==> src/rtl/serial_adder.sv <==
// serial_adder: bit-serial adder, one sum bit per cycle, LSB first (IDLE -> ADD -> DONE).
// Latency: start accepted at edge k, busy for WIDTH cycles, done pulses after edge k+WIDTH.
// Backpressure: none; start is ignored while busy, and start in the DONE cycle chains an operation.
// Optional feature: define SERIAL_ADDER_OVF_EN to register signed overflow; otherwise overflow is tied to 0.
module serial_adder #(
  parameter int WIDTH = 8
) (
  input  logic             clk,
  input  logic             rst_n,
  input  logic             start,
  input  logic [WIDTH-1:0] X,
  input  logic [WIDTH-1:0] Y,
  output logic [WIDTH-1:0] result,
  output logic             carry_out,
  output logic             busy,
  output logic             done,
  output logic             overflow
);

  localparam int CW = (WIDTH > 1) ? $clog2(WIDTH) : 1;
  localparam logic [CW-1:0] LAST = CW'(WIDTH - 1);

  typedef enum logic [1:0] {
    IDLE = 2'd0,
    ADD  = 2'd1,
    DONE = 2'd2
  } state_t;

  state_t           r_state;
  logic [WIDTH-1:0] r_x;
  logic [WIDTH-1:0] r_y;
  logic [WIDTH-1:0] r_sum;
  logic             r_carry;
  logic [CW-1:0]    r_cnt;
  logic [WIDTH-1:0] r_result;
  logic             r_cout;
  logic             r_busy;
  logic             r_done;

  logic             w_s;
  logic             w_c_next;
  logic [WIDTH-1:0] w_sum_next;

  // Full-adder slice on the current LSBs; the new sum bit enters at the MSB end
  // so that after WIDTH shifts bit 0 of the operands lands in bit 0 of the sum.
  assign w_s        = r_x[0] ^ r_y[0] ^ r_carry;
  assign w_c_next   = (r_x[0] & r_y[0]) | (r_carry & (r_x[0] ^ r_y[0]));
  assign w_sum_next = {w_s, r_sum[WIDTH-1:1]};

`ifdef SERIAL_ADDER_OVF_EN
  logic r_ovf;
  // Signed overflow: on the final bit r_carry is the carry into the MSB.
  always_ff @(posedge clk or negedge rst_n) begin
    if (!rst_n) begin
      r_ovf <= 1'b0;
    end else if (r_state == ADD && r_cnt == LAST) begin
      r_ovf <= r_carry ^ w_c_next;
    end
  end
  assign overflow = r_ovf;
`else
  assign overflow = 1'b0;
`endif

  // Control FSM plus datapath registers; all outputs are registered here.
  always_ff @(posedge clk or negedge rst_n) begin
    if (!rst_n) begin
      r_state  <= IDLE;
      r_x      <= '0;
      r_y      <= '0;
      r_sum    <= '0;
      r_carry  <= 1'b0;
      r_cnt    <= '0;
      r_result <= '0;
      r_cout   <= 1'b0;
      r_busy   <= 1'b0;
      r_done   <= 1'b0;
    end else begin
      case (r_state)
        IDLE: begin
          r_done <= 1'b0;
          if (start) begin
            r_x     <= X;
            r_y     <= Y;
            r_sum   <= '0;
            r_carry <= 1'b0;
            r_cnt   <= '0;
            r_busy  <= 1'b1;
            r_state <= ADD;
          end
        end
        ADD: begin
          r_x     <= r_x >> 1;
          r_y     <= r_y >> 1;
          r_sum   <= w_sum_next;
          r_carry <= w_c_next;
          r_cnt   <= r_cnt + CW'(1);
          if (r_cnt == LAST) begin
            r_result <= w_sum_next;
            r_cout   <= w_c_next;
            r_busy   <= 1'b0;
            r_done   <= 1'b1;
            r_state  <= DONE;
          end
        end
        DONE: begin
          r_done <= 1'b0;
          if (start) begin
            r_x     <= X;
            r_y     <= Y;
            r_sum   <= '0;
            r_carry <= 1'b0;
            r_cnt   <= '0;
            r_busy  <= 1'b1;
            r_state <= ADD;
          end else begin
            r_state <= IDLE;
          end
        end
        default: begin
          r_busy  <= 1'b0;
          r_done  <= 1'b0;
          r_state <= IDLE;
        end
      endcase
    end
  end

  assign result    = r_result;
  assign carry_out = r_cout;
  assign busy      = r_busy;
  assign done      = r_done;

endmodule

==> config.mk <==
export PLATFORM = sky130hd
export DESIGN_NAME = serial_adder
export DESIGN_NICKNAME = d
export VERILOG_FILES = /design/src/rtl/serial_adder.sv
export SDC_FILE = /design/constraint.sdc
export NUM_CORES = 1
export LEC_CHECK = 0
export BUFFER_PORTS_ARGS = -buffer_cell sky130_fd_sc_hd__buf_2
export CAP_MARGIN = 20
export CORE_ASPECT_RATIO = 1.5
export CORE_MARGIN = 2
export CORE_UTILIZATION = 56
export DETAILED_ROUTE_END_ITERATION = 7
export GPL_ROUTABILITY_DRIVEN = 0
export PLACE_DENSITY = 0.78
export SYNTH_ARGS = -nofsm -noshare
export SYNTH_HDL_FRONTEND = slang
export SYNTH_SLANG_ARGS = --single-unit
export TNS_END_PERCENT = 30
==> constraint.sdc <==
create_clock -name clk -period 1.9 [get_ports clk]
set_input_delay 0 -clock clk [delete_from_list [all_inputs] [get_ports clk]]
set_output_delay 0 -clock clk [all_outputs]
set_load 0.1 [all_outputs]
==> reports/qor.yml <==
rows: 27
wl_per_cell_um: 16.71
yosysUniqueCellTypes: 25
reg2reg_from: "r_x[0]"
die_w_um: 54.22
syn_inst: 149
synth_mux_area_frac: 0.3556
critPathKind: "flop to flop"
rsz0062_at_grt: "no"
synth_top_area_share: 0.4725
cpLargestDelayFamily: "adder cells"
clk_path_buf_depth: 2
dp_hpwl_um: 2724
drive_above_1_share: 0.3169
vdd_drop_max_v: 0.001135
synth-seq-area-share: 0.4725
cp_max_fo: 3
synth_top_family_by_area: "multiplexers"
synthXorXnorAreaFrac: 0.004135
grt_usage: 0.2048
drv_slew: 0
fin_tns_setup_ns: 0
grt_max_degree: 41
grt_pass1_wl_um: 6341
whs_ns: 0.009486
crit_path_start_kind: "flop"
cts_made_buffers: 5
fp.dieArea_um2: 4301
critPathRequiredTime_ns: 2.08
cp-end-kind: "flop"
dr.pass1.iters: 4
synthesis.nets: 171
power.density_nw_per_um2: 1803
period_minus_slack_ns: 1.502
holdPathEnd: "r_x[0]"
place_ws_ns: 0.4000
cts_root_buffer: "clkbuf_8"
clkTransAtPathRegs_ns: 0.08
synth_compound_area_frac: 0.03721
diodes: 0
cpPeakStageDelay_ns: 0.50
hp-class: "input pin to flop"
io_pins: 31
syn2layout_area_growth_pct: 12.17
outcome: "finished clean"
grt-ovfl-total: 0
coreArea_um2: 3649
via_per_inst: 5.611
setup_ws_ns: 0.3976
cts_tree: "yes"
first_iter_violations: 17
fmax_ghz: 0.6656
hold_viol_final: 0
synth_area_per_cell_um2: 14.22
maxCapViolations: 0
cp_num_buf_inv: 0
yosys.area_share.adder: 0.02126
hp-start: "X[0]"
drc: 0
fin_skew_ns: 0.008015
post-synth-top-area-cell: "dfrtp_1"
worst_ep_arrival_time_ns: 1.68
timing.rr.end: "r_sum[7]"
cts_setup_buffers: 0
h-tree-depth: 2
die_y_um: 79.33
initial_utilization: 0.5806
via_count: 1268
grt_pass1_vias: 1371
insertion_delay_ns: 0.29
ys_top_cells_by_area: "dfrtp_1, mux2i_1, mux2_4"
nets: 204
setup-violations-final: 0
min_period_over_period: 0.7907
portBuffers: 29
r2r_setup_slack_ns: 0.40
ys_warn_count: 0
yosys.area_share.simple: 0.04017
max-slew-margin-rel: 0.4132
ys_seq_elements: 40
netlist_area_um2: 2118
hold_path_depth: 3
leakage_nw: 1.242
ff2ff_path_depth: 3
clkSinkCount: 40
drtAntennaViolNets: 0
drt_wl_total_um: 3777
antenna_found_initial: 0
cp_slowest_cell: "fa_1"
crit_chain: "fa_1 > mux2_4 > a22o_1"
worst_pin_slew_ns: 0.8801
## cells in the mapped netlist
| cell type | number |
|---|---|
| buf_2 | 2 |
| buf_8 | 1 |
| mux2i_1 | 52 |
| nor3b_1 | 2 |
| clkbuf_8 | 1 |
| o2bb2ai_1 | 1 |
| xnor2_1 | 1 |
| clkbuf_4 | 1 |
| mux2_2 | 2 |
| buf_12 | 2 |
| fa_1 | 1 |
| ha_1 | 2 |
| inv_1 | 1 |
| conb_1 | 1 |
| buf_6 | 4 |
| mux2_4 | 14 |
| nor2_1 | 4 |
| nand3_1 | 2 |
| nand2b_1 | 4 |
| dfrtp_1 | 40 |
| o21ai_0 | 2 |
| buf_4 | 1 |
| a22o_1 | 6 |
| nand3b_4 | 1 |
| a21o_1 | 1 |
## layer usage
layer / wire, um / track usage / vias to the layer above
met1: 1451 / 0.2177 / 635
met5: 0 / 0 / -
met2: 2104 / 0.3699 / 31
met3: 150 / 0.03947 / 7
li1: - / - / 595
met4: 70 / 0.09000 / 0
## cells in the final DEF (no fill, tap or decap), types with 2 or more instances in the layout
master / n
nand2b_1: 4
buf_2: 29
dlygate4sd3_1: 4
mux2_4: 14
mux2i_1: 52
dfrtp_1: 40
nor3b_1: 2
buf_4: 4
nand3_1: 2
mux2_2: 2
o21ai_0: 2
clkbuf_8: 5
nor2_1: 4
ha_1: 2
a22o_1: 6
## report_power, final
part	internal [mW]	switching, mW	total (mW)
Sequential	1.20	0.307	1.51
Combinational	0.816	1.28	2.10
Clock	0.390	0.288	0.678
## state kept, by name, summed over array words and instances, names as in the netlist
signal,count
r_sum,7
carry_out,1
busy,1
r_carry,1
result,8
r_cnt,3
r_x,8
r_state,2
r_y,8
done,1
## how the worst max path moves through the flow
| stage | startpoint | end | slack [ns] | depth (start not counted) |
|---|---|---|---|---|
| after CTS | r_x[0] | r_sum[7] | 0.39 | 3 |
| after floorplan | r_cnt[0] | carry_out | 0.45 | 5 |
| after global routing | r_cnt[0] | result[1] | 0.35 | 4 |
| after global placement | r_cnt[0] | result[4] | 0.46 | 4 |
| final | r_x[0] | r_sum[7] | 0.40 | 3 |
| after detailed placement | r_x[0] | r_sum[7] | 0.40 | 3 |
## area by class of cell
type,count,area [um2]
clock buffers,6,72.57
clock inverters,2,35.03
fillers,289,1272
inverters,1,3.754
multi-input cells,96,974.7
flip-flops and latches,40,1001
well taps,43,53.80
repair buffers,38,235.2
## worst min-delay path, stage by stage
cell,delay (ns)
buf_2,0.07
mux2i_1,0.06
mux2i_1,0.12
## kinds of logic (layout without fill, tap and decap cells)
kind of cell	Yosys count	count (layout)
muxes	68	68
DFF	40	40
and+or+nand+nor	13	13
buffers and inverters	13	47
AOI/OAI and AO/OA	10	10
adders and majority gates	3	3
other	1	1
xor gates and xnor gates	1	1
## per-stage QoR
step	cell area [um2]	instances	utilization	power [mW]
after floorplan	2118	149	-	3.306
after global routing	2376	226	0.6512	4.523
final	2376	226	0.6512	4.285
after CTS	2376	226	0.6512	4.330
after global placement	2228	214	0.6108	3.524
after detailed placement	2228	214	0.6108	3.638
## what timing repair did
action | in CTS | in global routing
gates resized for setup | 0 | 0
endpoints found under the hold margin | 43 | 0
hold buffers | 4 | 0
Power figures use the tool's default switching activity.
